## src/rtl/vga_scan_scheduler.sv

```systemverilog
// vga_scan_scheduler
// Generates the 640x480@60 raster (pixel divider, row/col counters, frame
// bookkeeping). It also grants the game logic framebuffer write access at
// most once per frame. Access is granted only during vertical blanking, so
// updates never tear the visible image.

module vga_scan_scheduler #(
  parameter int DIV       = 2,
  parameter int H_TOTAL   = 800,
  parameter int V_TOTAL   = 525,
  parameter int V_VISIBLE = 480
) (
  input  logic       clk,
  input  logic       reset_n,
  output logic [9:0] row,
  output logic [9:0] col,
  output logic       pix_en,
  output logic       frame_start,
  output logic [7:0] frame_count,
  input  logic       upd_req,
  output logic       upd_grant,
  output logic       upd_abort
);

  typedef enum logic [1:0] {
    IDLE  = 2'd0,
    GRANT = 2'd1,
    DONE  = 2'd2
  } sched_state_e;

  localparam logic [3:0] DIV_LAST = 4'(DIV - 1);
  localparam logic [9:0] ROW_LAST = 10'(H_TOTAL - 1);
  localparam logic [9:0] COL_LAST = 10'(V_TOTAL - 1);
  localparam logic [9:0] COL_VIS  = 10'(V_VISIBLE);

  logic [3:0]   div_cnt;
  logic         row_last;
  logic         col_last;
  logic         end_of_frame;
  logic         vblank;
  sched_state_e state;
  sched_state_e state_next;

  // Raster position decode shared by the counters and the scheduler
  always_comb begin
    row_last     = (row == ROW_LAST);
    col_last     = (col == COL_LAST);
    end_of_frame = pix_en & row_last & col_last;
    vblank       = (col >= COL_VIS);
  end

  // Pixel divider: pix_en is a registered pulse on the clock the divider wraps
  always_ff @(posedge clk or negedge reset_n) begin
    if (!reset_n) begin
      div_cnt <= '0;
      pix_en  <= 1'b0;
    end else if (div_cnt == DIV_LAST) begin
      div_cnt <= '0;
      pix_en  <= 1'b1;
    end else begin
      div_cnt <= div_cnt + 4'd1;
      pix_en  <= 1'b0;
    end
  end

  // Horizontal/vertical counters advance only on pixel enables
  always_ff @(posedge clk or negedge reset_n) begin
    if (!reset_n) begin
      row <= '0;
      col <= '0;
    end else if (pix_en) begin
      if (row_last) begin
        row <= '0;
        if (col_last) begin
          col <= '0;
        end else begin
          col <= col + 10'd1;
        end
      end else begin
        row <= row + 10'd1;
      end
    end
  end

  // Frame bookkeeping: frame_start marks the first clock at 0,0 after a wrap
  always_ff @(posedge clk or negedge reset_n) begin
    if (!reset_n) begin
      frame_start <= 1'b0;
      frame_count <= '0;
    end else begin
      frame_start <= end_of_frame;
      if (end_of_frame) begin
        frame_count <= frame_count + 8'd1;
      end
    end
  end

  // Scheduler state register
  always_ff @(posedge clk or negedge reset_n) begin
    if (!reset_n) begin
      state <= IDLE;
    end else begin
      state <= state_next;
    end
  end

  // Scheduler next state: end of frame always wins over a release
  always_comb begin
    state_next = state;
    unique case (state)
      IDLE: begin
        if (upd_req && vblank && !end_of_frame) begin
          state_next = GRANT;
        end
      end
      GRANT: begin
        if (end_of_frame) begin
          state_next = IDLE;
        end else if (!upd_req) begin
          state_next = DONE;
        end
      end
      DONE: begin
        if (end_of_frame) begin
          state_next = IDLE;
        end
      end
      default: state_next = IDLE;
    endcase
  end

  // Scheduler outputs: grant is a pure state decode so reset drops it at once
  always_comb begin
    upd_grant = (state == GRANT);
  end

  // Abort pulse for a grant still held when the frame wraps
  always_ff @(posedge clk or negedge reset_n) begin
    if (!reset_n) begin
      upd_abort <= 1'b0;
    end else begin
      upd_abort <= (state == GRANT) && end_of_frame;
    end
  end

endmodule
```

## config.mk

```make
export PLATFORM = sky130hd
export DESIGN_NAME = vga_scan_scheduler
export DESIGN_NICKNAME = d
export VERILOG_FILES = /design/src/rtl/vga_scan_scheduler.sv
export SDC_FILE = /design/constraint.sdc
export NUM_CORES = 1
export LEC_CHECK = 0
export CORE_MARGIN = 2
export CORE_UTILIZATION = 50
export DETAILED_ROUTE_END_ITERATION = 10
export HOLD_SLACK_MARGIN = 0.06
export PLACE_DENSITY = 0.86
export RECOVER_POWER = 25
export SYNTH_ARGS = -nofsm -noshare
export SYNTH_HDL_FRONTEND = slang
export SYNTH_SLANG_ARGS = --single-unit
```

## constraint.sdc

```tcl
create_clock -name clk -period 2.5 [get_ports clk]
set_input_delay 0.75 -clock clk [delete_from_list [all_inputs] [get_ports clk]]
set_output_delay 0.75 -clock clk [all_outputs]
set_load 0.05 [all_outputs]
```

# --- After elaboration in Yosys (flattened, before gate mapping) ---
# Index checks and enable logic that the tools add are counted.
totals:
  ff_bits: 37
  wordCells: 39
classes:
  n_addsub: 4
  magnitude_cmp: 1
  n_eq_ne: 8
  muxes: 9
  n_bitwise: 2
  n_reduce_logical: 7
op_table:
  columns: ["cell", "n"]
  rows:
  - ["$add 10x1->10 const B", 2]
  - ["$eq 10x10->1 const B", 2]
  - ["$mux 10", 2]
  - ["$ge 10x9->1 const B", 1]
  - ["$add 8x1->8 const B", 1]
  - ["$mux 2", 4]
  - ["$pmux 2 s3", 1]
  - ["$add 4x1->4 const B", 1]
  - ["$eq 4x1->1 const B", 1]
  - ["$mux 4", 1]
  - ["$ne 2x2->1 const B", 2]
  - ["$logic_and 1x1->1", 3]
  - ["$ne 3x2->1 const B", 1]
  - ["$reduce_and 3->1", 1]
  - ["$and 1x1->1", 2]
  - ["$eq 2x1->1 const B", 1]
  - ["$eq 2x2->1 const B", 1]
  - ["$logic_not 2->1", 1]
  - ["$reduce_and 2->1", 1]
  - ["$logic_not 1->1", 1]
  - ["$mux 1", 1]

# --- Logic depth before layout (Yosys ltp) ---
# Gate-level depths: netlist of the first run.
depth:
  ltp_word: 7
  depth_mapped: 7
  depth_no_buf: 6

# --- Least setup slack after synthesis of the first run ---
# OpenSTA, ideal clock, no wires.
synth_path:
  path_kind: "reg2reg"
  startpoint: "register pix_en"
  endpoint: "register col[9]"
  arrival_ps: 2166
  setup_slack_ps: 200
  stages_incl_launch_ff: 7
  path_buffers: 2
  period_less_slack_ps: 2300
  path_cell_list: "dfrtp_1 > clkbuf_1 > nand2_1 > or4_4 > buf_2 > o41ai_1 > a21oi_1"
synth_via:
  elab_chain_cells: 1
synth_lines:
  columns: ["item", "line", "rtl"]
  rows:
  - ["start, declared", "17", "output logic pix_en,"]
  - ["start signal, assigned", "56", "pix_en <= 1'b0;"]
  - ["start signal, assigned", "59", "pix_en <= 1'b1;"]
  - ["start signal, assigned", "62", "pix_en <= 1'b0;"]
  - ["$reduce_and 2->1 (no source line)", null, null]
  - ["end signal, assigned", "77", "col <= col + 10'd1;"]
  - ["end, declared", "16", "output logic [9:0] col,"]
# Every way passes these cells.
# A chain may end at the register's enable or synchronous reset.

# --- Final worst setup path of the first run ---
layout_path:
  startpoint: "register row[6]"
  endpoint: "output row[6]"
layout_rtl:
  columns: ["item", "line", "rtl"]
  rows:
  - ["start, declared", "15", "output logic [9:0] row,"]
  - ["start signal, assigned", "80", "row <= row + 10'd1;"]
# No word-level cell between the ends.

==> Flow_metrics.wiki, run 1 <==
{| class="wikitable"
! Metric !! Value
|-
| Summed instance area of the synthesized netlist || 0.00171 sq mm
|-
| Kind of launch point of the worst setup path || flop
|-
| Cell type of the slowest stage on the worst timing path || clkdlybuf4s50_1
|-
| Cells along the critical path || clkdlybuf4s50_1
|-
| Delay of the slowest cell on the worst path || around 0.84 ns
|-
| Worst Clk Skew || 0.0121 ns
|-
| Mapped Avg Cell Area || around 11 sq um
|-
| Slew Viols, Final || 0
|-
| Number of hold violations in the final report || 0
|-
| Die W || between 60 and 70 microns
|-
| Share of final-layout standard cells stronger than drive strength 1 || 8.54%
|-
| HPWL after detailed placement || 2.45 mm
|-
| Full die area || 0.00390 sq mm
|-
| Worst Setup Slack, final || 0.110 ns
|-
| Setup TNS Final || 0 ns
|-
| IO Port Bufs || 34
|-
| Worst relative slew slack || 41.6%
|-
| Post-detailed-route DRC marker count || 0
|-
| Floorplan Core Area || 0.00331 sq mm
|-
| Largest net degree at the start of global routing || 38
|-
| Setup Slack @ Placement || 0.316 ns
|-
| Total cell area at the placement stage || 0.00213 sq mm
|-
| Number of antenna violations at the first check in global routing || 0
|-
| Combinational power share || 1.8%
|-
| CP max FO || 6
|-
| Vias/cell || 5.40
|-
| Slew of the pin with the lowest slew margin || 0.876 ns
|-
| Req. time, crit path || 1.75 ns
|-
| GP Congestion || 0.864
|-
| Syn Nets || ~170
|-
| Setup repair after global routing missed its margin || no
|-
| Layout overhead on the synthesized area || 27.7%
|-
| Switching Share || around a fifth
|-
| Time the worst path needs with I/O delays and setup || 2.39 ns
|-
| Later-pin clock latency in the skew report || 0.34 ns
|-
| Yosys Warn Count || 0
|-
| Site row count || 21
|-
| GR Overflow Total || 0
|-
| First-pass GRT wire length || 6.13 mm
|-
| Clock tree buffer depth || 2
|-
| Number of buffers and inverters on the critical path || 1
|-
| Final instance area || approximately 0.0022 sq mm
|-
| Cell internal pwr || 737 uW
|-
| Number of maximum-capacitance violations || 0
|-
| Number of buffers added to fix hold violations after cts || 0
|-
| Wirelength per Cell || 14.2 microns
|-
| Distinct cells, synth || 36
|-
| Number of nets still failing antenna checks after routing || 0
|-
| Seq/Total Area, Yosys || ~54%
|-
| Layout net count || 206
|-
| Run status || finished clean
|-
| Power density cells || 428 mW/mm^2
|-
| Number of global-route vias before repair || 1375
|-
| Reg area || 926 sq um
|-
| Diodes inserted || 0
|-
| Kind of capture point of the worst setup path || output pin
|-
| Number of register bits inferred by synthesis || 37
|-
| Global Route Usage Sum || 19.9%
|-
| CP delay by family, top || buffers and inverters
|-
| Final worst-path cycle share || 95.6%
|-
| Number of buffers added for setup after CTS || 0
|-
| Starting density of the core || 51.5%
|-
| Detailed Routing Iterations Pass 1 || 6
|-
| Count of instances resized after the clock tree is built || 1
|-
| Clock slew seen by the registers of the worst setup and hold paths || 0.11 ns
|-
| Vias after detailed routing || roughly 1300
|-
| Multi-input gate area in the final layout || 746 sq um
|-
| Count of clock tree sinks || 37
|-
| Leakage power || 0.00101 uW
|-
| Total Routed Length || 3.48 mm
|-
| Cell at the root of the clock tree || clkbuf_4
|-
| Layout fillers || approximately 270
|-
| Maximum VDD drop || 0.304 mV
|-
| Deepest level of the CTS H-tree || 2
|-
| Vertical die dimension || 62.4 microns
|-
| Gate count of the mapped netlist || 158
|-
| Clock power frac || 33.7%
|-
| Achievable clock frequency || ~420 MHz
|-
| Crit path DAT || about 1.6 ns
|-
| Switch Pwr || 195 uW
|-
| Min-Delay Path Class || flop to flop
|-
| Share of total power in sequential cells || roughly 64%
|-
| Total CTS buffers || 5
|-
| Clock tree from TritonCTS || built
|-
| Critical Setup Path Class || flop to output pin
|-
| Starting DRC count in detailed routing || 45
|-
| # setup viols final || 0
|-
| Boundary Pins || 35
|}
## final timing paths
| check | slack, ns | cells past startpoint | end | start |
|---|---|---|---|---|
| max | 0.11 | 1 | row[6] | row[6]$_DFFE_PN0P_ |
| min | 0.48 | 1 | frame_count[7]$_DFFE_PN0N_ | frame_count[7]$_DFFE_PN0N_ |
| min reg2reg | 0.48 | 1 | frame_count[7]$_DFFE_PN0N_ | frame_count[7]$_DFFE_PN0N_ |
| max in group asynchronous | 0.90 | 2 | col[5]$_DFFE_PN0N_ | reset_n |
| min in group asynchronous | 1.05 | 2 | row[9]$_DFFE_PN0P_ | reset_n |
| max reg2reg | 0.26 | 4 | col[9]$_DFFE_PN0N_ | row[6]$_DFFE_PN0P_ |
## registers in the layout, indices dropped and copies added (netlist names)
register,cells
col,10
div_cnt,4
frame_count,8
frame_start,1
pix_en,1
row,10
state,2
upd_abort,1
## power groups by stage
stage | logic [uW] | clock network (uW) | registers (uW)
3_5_place_dp | 18.8 | 0 | 613
4_1_cts | 18.8 | 326 | 601
6_report | 17.0 | 314 | 601
2_1_floorplan | 2.83 | 0 | 612
5_1_grt | 19.9 | 356 | 601
3_3_place_gp | 18.5 | 0 | 612
## stage by stage
stage | util (%) | hold slack, ns | total power, uW | std cells
after floorplan | - | 0.431 | 615 | 158
after global placement | 64.2 | 0.442 | 631 | 238
after detailed placement | 64.2 | 0.464 | 631 | 238
after CTS | 65.8 | 0.481 | 946 | 245
after global routing | 65.8 | 0.496 | 978 | 245
final | 65.8 | 0.479 | 932 | 245
## logic make-up (layout without fill, tap and decap cells)
| kind of cell | Yosys count | in the layout | synth area share [%] |
|---|---|---|---|
| xor gates and xnor gates | 20 | 20 | 10.3 |
| adders and majority gates | 4 | 4 | 2.93 |
| buffers and inverters | 10 | 51 | 2.42 |
| AOI/OAI and AO/OA | 13 | 13 | 5.57 |
| DFF | 37 | 37 | 54.3 |
| and+or+nand+nor | 71 | 71 | 22.7 |
| muxes | 3 | 3 | 1.91 |
## metal layers
metal  up-vias  track usage (%)  wire (microns)
li1        636                -               -
met1       637             24.5            1520
met2        42             32.0            1720
met3         9             5.95             160
met4         0             10.3              80
met5         -                0               0
## cells in the mapped netlist
cell	number	area (sq um)
a31o_2	1	8.76
nor2_1	9	33.8
and4_1	2	17.5
or4_1	1	7.51
mux2_2	2	22.5
or3_1	1	6.26
xnor2_1	16	140
nor3b_1	1	7.51
and2_1	1	6.26
o41ai_1	1	8.76
a2bb2oi_1	2	17.5
a21o_1	1	7.51
or4b_1	1	10.0
or4_4	1	11.3
and3_1	6	37.5
nor2b_1	7	43.8
a22o_1	1	8.76
nand4_1	8	50.1
o31ai_1	1	7.51
dfrtp_1	37	926
o21ai_0	2	10.0
ha_1	4	50.1
nor3_1	4	20.0
mux2i_1	1	10.0
a2111oi_0	1	8.76
nor4_1	2	12.5
nand3_1	9	45.0
buf_2	3	15.0
clkbuf_1	2	7.51
a21boi_0	1	7.51
nand2_1	16	60.1
inv_1	5	18.8
nand2b_1	1	6.26
a21oi_1	2	10.0
xor2_1	4	35.0
or3_4	1	11.3
## cell usage in the layout, fill, tap and decap left out, types with 2 or more instances in the layout
cell and instances:
a21oi_1 2, a2bb2oi_1 2, and3_1 6, and4_1 2
buf_4 4, clkbuf_4 5, clkdlybuf4s50_1 31, dfrtp_1 37
ha_1 4, inv_1 5, mux2_2 2, nand2_1 16
nand3_1 9, nand4_1 8, nor2_1 9, nor2b_1 7
nor3_1 4, o21ai_0 2, xnor2_1 16, xor2_1 4
## final cells by class
class	count	share of cell area (%)
inverters	5	0.861
multi-input cells	111	34.2
flip-flops and latches	37	42.5
repair buffers	39	17.3
clock buffers	7	2.53
well taps	46	2.64
Note: power is estimated with default switching activity, not from simulation.
==> run 2, diff against run 1 <==
- CAP_MARGIN: unset -> 20
==> results of run 2 <==
The final DEF is identical to that of run 1; final timing and power are the same.
